==> config.mk <==
export PLATFORM = sky130hd
export DESIGN_NAME = decoder_2_4_strobe
export DESIGN_NICKNAME = d
export VERILOG_FILES = /design/src/rtl/decoder_2_4_strobe.sv
export SDC_FILE = /design/constraint.sdc
export NUM_CORES = 1
export LEC_CHECK = 0
export CAP_MARGIN = 20
export CELL_PAD_IN_SITES_DETAIL_PLACEMENT = 1
export CELL_PAD_IN_SITES_GLOBAL_PLACEMENT = 1
export CORE_AREA = 2 2 39 41
export CTS_CLUSTER_SIZE = 14
export DETAILED_ROUTE_END_ITERATION = 8
export DIE_AREA = 0 0 41 43
export PLACE_DENSITY = 0.75
export SLEW_MARGIN = 25
export SYNTH_ARGS = -nofsm -noshare
export SYNTH_HDL_FRONTEND = slang
export SYNTH_SLANG_ARGS = --single-unit
==> constraint.sdc <==
create_clock -name clk -period 1.65 [get_ports clk]
set_input_delay 0.165 -clock clk [delete_from_list [all_inputs] [get_ports clk]]
set_output_delay 0.165 -clock clk [all_outputs]
set_load 0.02 [all_outputs]
==> src/rtl/decoder_2_4_strobe.sv <==
// decoder_2_4_strobe
// Registered binary-to-one-hot strobe decoder with a valid/ready handshake.
// An accepted code drives exactly one of 2**CODE_W lines high for PULSE_LEN
// cycles, starting the cycle after the accept.
//
// Optional build macro DEC_GAP_EN: when defined, every completed strobe is
// followed by a one-cycle GAP state. That guarantees a zero cycle between
// strobes, and back-to-back reload is disabled.

module decoder_2_4_strobe #(
   parameter int CODE_W    = 2,
   parameter int PULSE_LEN = 3
) (
   input  logic                   clk,
   input  logic                   rst,
   input  logic                   en,
   input  logic                   in_valid,
   output logic                   in_ready,
   input  logic [CODE_W-1:0]      in_code,
   output logic [2**CODE_W-1:0]   y,
   output logic                   busy,
   output logic                   done
);

   localparam int OUT_W = 2**CODE_W;
   localparam int CNT_W = $clog2(PULSE_LEN + 1);

   // The counter holds the number of strobe cycles still to come after the
   // current one, so it is loaded with PULSE_LEN-1 and reads zero in the last
   // strobe cycle.
   localparam logic [CNT_W-1:0] CNT_LOAD = CNT_W'(PULSE_LEN - 1);
   localparam logic [CNT_W-1:0] CNT_ONE  = CNT_W'(1);
   localparam logic [OUT_W-1:0] ONE_BIT  = OUT_W'(1);

   // A one-cycle strobe is also its own last cycle, so done rises together
   // with y.
   localparam logic FIRST_DONE = (PULSE_LEN == 1);

`ifdef DEC_GAP_EN
   localparam logic RELOAD_OK = 1'b0;
   typedef enum logic [1:0] {IDLE, PULSE, GAP} state_t;
`else
   localparam logic RELOAD_OK = 1'b1;
   typedef enum logic [1:0] {IDLE, PULSE} state_t;
`endif

   state_t           state;
   logic [CNT_W-1:0] cnt;
   logic [OUT_W-1:0] one_hot;
   logic             accept;

   assign one_hot = ONE_BIT << in_code;
   assign accept  = in_valid & in_ready;

   // A new code is taken when idle, or in the last strobe cycle when
   // back-to-back reload is allowed. Reset and a low enable both refuse it.
   always_comb begin
      in_ready = 1'b0;
      if (en && !rst) begin
         if (state == IDLE)
            in_ready = 1'b1;
         else if (state == PULSE && cnt == '0 && RELOAD_OK)
            in_ready = 1'b1;
      end
   end

   // Strobe FSM: it loads on accept, counts down through the pulse, and then
   // either reloads, rests in GAP, or returns to IDLE. A low enable aborts
   // the strobe without a done pulse.
   always_ff @(posedge clk) begin
      if (rst) begin
         state <= IDLE;
         cnt   <= '0;
         y     <= '0;
         busy  <= 1'b0;
         done  <= 1'b0;
      end else begin
         done <= 1'b0;
         case (state)
            IDLE: begin
               if (accept) begin
                  state <= PULSE;
                  y     <= one_hot;
                  cnt   <= CNT_LOAD;
                  busy  <= 1'b1;
                  done  <= FIRST_DONE;
               end
            end
            PULSE: begin
               if (!en) begin
                  state <= IDLE;
                  y     <= '0;
                  cnt   <= '0;
                  busy  <= 1'b0;
               end else if (cnt != '0) begin
                  cnt  <= cnt - CNT_ONE;
                  done <= (cnt == CNT_ONE);
               end else if (accept) begin
                  y    <= one_hot;
                  cnt  <= CNT_LOAD;
                  busy <= 1'b1;
                  done <= FIRST_DONE;
               end else begin
`ifdef DEC_GAP_EN
                  state <= GAP;
`else
                  state <= IDLE;
`endif
                  y     <= '0;
                  busy  <= 1'b0;
               end
            end
`ifdef DEC_GAP_EN
            GAP: begin
               state <= IDLE;
            end
`endif
            default: begin
               state <= IDLE;
               y     <= '0;
               cnt   <= '0;
               busy  <= 1'b0;
            end
         endcase
      end
   end

endmodule

==> out/qor.txt <==
Synthesized netlist net count: 42
Routed len/inst: 11.9 um
Remaining global-route overflow: 0
Total core area: 1380 um^2
Depth of the worst register-to-register path: 4
Seq/Total Area, Yosys: 47.4%
Minimum setup slack among reg-to-reg paths: 0.50 ns
Largest fanout of any net on the critical path: 2
Total design power: 0.481 mW
Height of the chip: 43 um
Synth-to-Final Area Change: 53.3%
Clock latency at the later pin of the worst-skew pair: 0.26 ns
Final setup margin: 0.182 ns
Starting density of the core: 27.5%
Post-route fraction of the period consumed by the critical path: 89.0%
Cells traversed along the worst timing path: clkdlybuf4s50_1 -> or2b_1 -> nor2_1 -> dlygate4sd2_1
Number of buffers between clock root and the deepest sink: 2
Reg-to-reg startpoint: cnt[1]
Synthesized area: 380 um^2
Synth unique cells: 21
Critical path startpoint category: primary input
Diode insertion count for antenna repair: 0
Global-route wire length before repair: 1.47 mm
Leakage power summed over all cells: 0.252 nW
Buffer cell driving the clock tree root: clkbuf_4
Arrival time of the worst setup path: 1.30 ns
Number of warnings printed during yosys synthesis: 0
Launch point of the worst hold path: busy
Reg2Reg Capture Point: y[1]
Placer congestion estimate: 0.657
DRC viols: 0
Routed Wire Length: 868 um
Critical Path Slowest Stage Cell: clkdlybuf4s50_1
Number of global-route vias before repair: 356
Finish-stage setup viols: 0
Leading cell type in the layout, fill and taps excluded: clkdlybuf4s50_1
Placed Cells incl. Taps: 69
Path category of the worst min-delay check: flop to flop
Count of endpoints failing hold in the final timing report: 0
IO buf count: 12
Worst-case setup slack after placement: -0.107 ns
Slowest Stage Delay on Critical Path: 0.47 ns
Initial antenna violation count: 0
Initial DRT Pass Iterations: 2
Pwr/cell area: 824 nW/um^2
Clock transition at the registers of the reported paths: 0.06 ns
Max frequency: 681 MHz
Final HPWL from detailed placement: 667 um
Setup CP Type: primary input to output pin
Fraction of layout cells with a size suffix above 1: 31.6%
Number of stages on the worst hold path: 1
Worst VDD drop: 0.000669 V
Die boundary width: 41 um
Via density per instance: 4.75
RSZ-0062 raised after global routing: no
Post-route insts no fill: 73
Number of max-slew violations in the final report: 0
Transition time at the pin with the least slew margin: 0.232 ns
Num CTS Buffers: 3
CP endpoint kind: output pin
Post-route minimum period: 1.47 ns
Number of ports placed on the die boundary: 13
Gate count after technology mapping: 36
Hold-fix buffer count after cts: 0
Average cell area after synthesis: 10.6 um^2
Endpoint with the worst hold slack: busy
Synth Register Bits: 9
Final design area excluding fillers: 583 um^2
Number of clock sinks: 9
Die area: 1760 um^2
Clock tree from TritonCTS: done
WP data required: 1.48 ns
Commonest cells after routing, fill and taps aside: 11 x clkdlybuf4s50_1, 9 x dfxtp_1, 5 x buf_4
Pin count of the biggest net entering global routing: 8
Worst slew margin: 84.5%
Antenna violation net count after detailed routing: 0
Detailed Route Iter0 Violations: 1
Final nets: 64
Via count: 347
Row Count: 14
Global-route usage over all layers: 12.3%
Result of the run: finished, final reports clean
Instance area after placement: 558 um^2
Total of max-cap violations: 0
Setup clock skew after layout: 0.00645 ns
H-tree levels: 1
Final TNS setup: 0 ns
-- cell usage after synthesis --
master	number	area share, %
o211ai_1	1	2.0
a21oi_2	1	2.3
nand4b_1	1	2.3
inv_1	2	2.0
a21o_1	1	2.0
or3_1	1	1.6
a31oi_1	1	1.6
o21a_4	1	3.9
nor2_1	3	3.0
a32o_2	4	12
nor3_4	1	4.3
dfxtp_1	9	47
nand2_2	1	1.6
a21oi_1	2	2.6
nand3_1	1	1.3
or2_2	1	1.6
nand3b_1	1	2.0
or2b_1	1	2.0
nand2_1	1	0.99
a21o_2	1	2.3
nor3_1	1	1.3
-- state kept, by name, summed over array words and instances, names as in the netlist --
signal,flops
y,4
state,1
busy,1
cnt,2
done,1
-- critical path: cells and delay by family --
family                 cells  cell delay [ns]
buffers and inverters      2             0.80
and+or+nand+nor            2             0.33
-- per-layer routing --
layer	GRT usage, %	vias to the layer above	wire, um
met5	0	-	0
met4	0	0	0
met3	7.85	0	69
met2	20.0	13	405
met1	14.0	154	394
li1	-	180	-
-- repair_timing --
item / 4_1_cts / 5_1_grt
endpoints found under the setup margin: 1 / 0
setup buffers: 0 / 0
gates resized for setup: 1 / 0
-- power by group --
part	total, mW	switching, mW	internal, mW
Sequential	0.232	0.00610	0.226
Clock	0.170	0.0770	0.0931
Combinational	0.0787	0.0364	0.0423
-- final cells by class --
type | count | area, um^2
Fill cell | 164 | 801
Multi-Input combinational cell | 25 | 193
Sequential cell | 9 | 180
Timing Repair Buffer | 17 | 156
Clock buffer | 4 | 26.3
Tap cell | 16 | 20.0
Inverter | 2 | 7.51
-- stage by stage --
| step | utilization, % | hold WS (ns) |
|---|---|---|
| after global placement | 40.3 | 0.451 |
| after global routing | 42.1 | 0.488 |
| after detailed placement | 40.3 | 0.455 |
| final | 42.1 | 0.464 |
| after floorplan | - | 0.234 |
| after CTS | 42.1 | 0.470 |
-- cell families (layout without fill, tap and decap cells) --
family / count (synthesis) / after routing / share of synthesized area [%]
AND/OR/NAND/NOR: 13 / 13 / 22.0
buffers and inverters: 2 / 23 / 1.97
AO/OA/AOI/OAI: 12 / 12 / 28.6
flip-flops: 9 / 9 / 47.4
-- worst max-delay path by stage --
stage                start        to  slack, ns
global placement        en  in_ready      -0.10
CTS                     en  in_ready       0.16
detailed placement      en  in_ready      -0.11
floorplan           cnt[1]  in_ready       0.61
global route            en  in_ready        0.1
finish                  en  in_ready       0.18
Power figures use the tool's default switching activity.
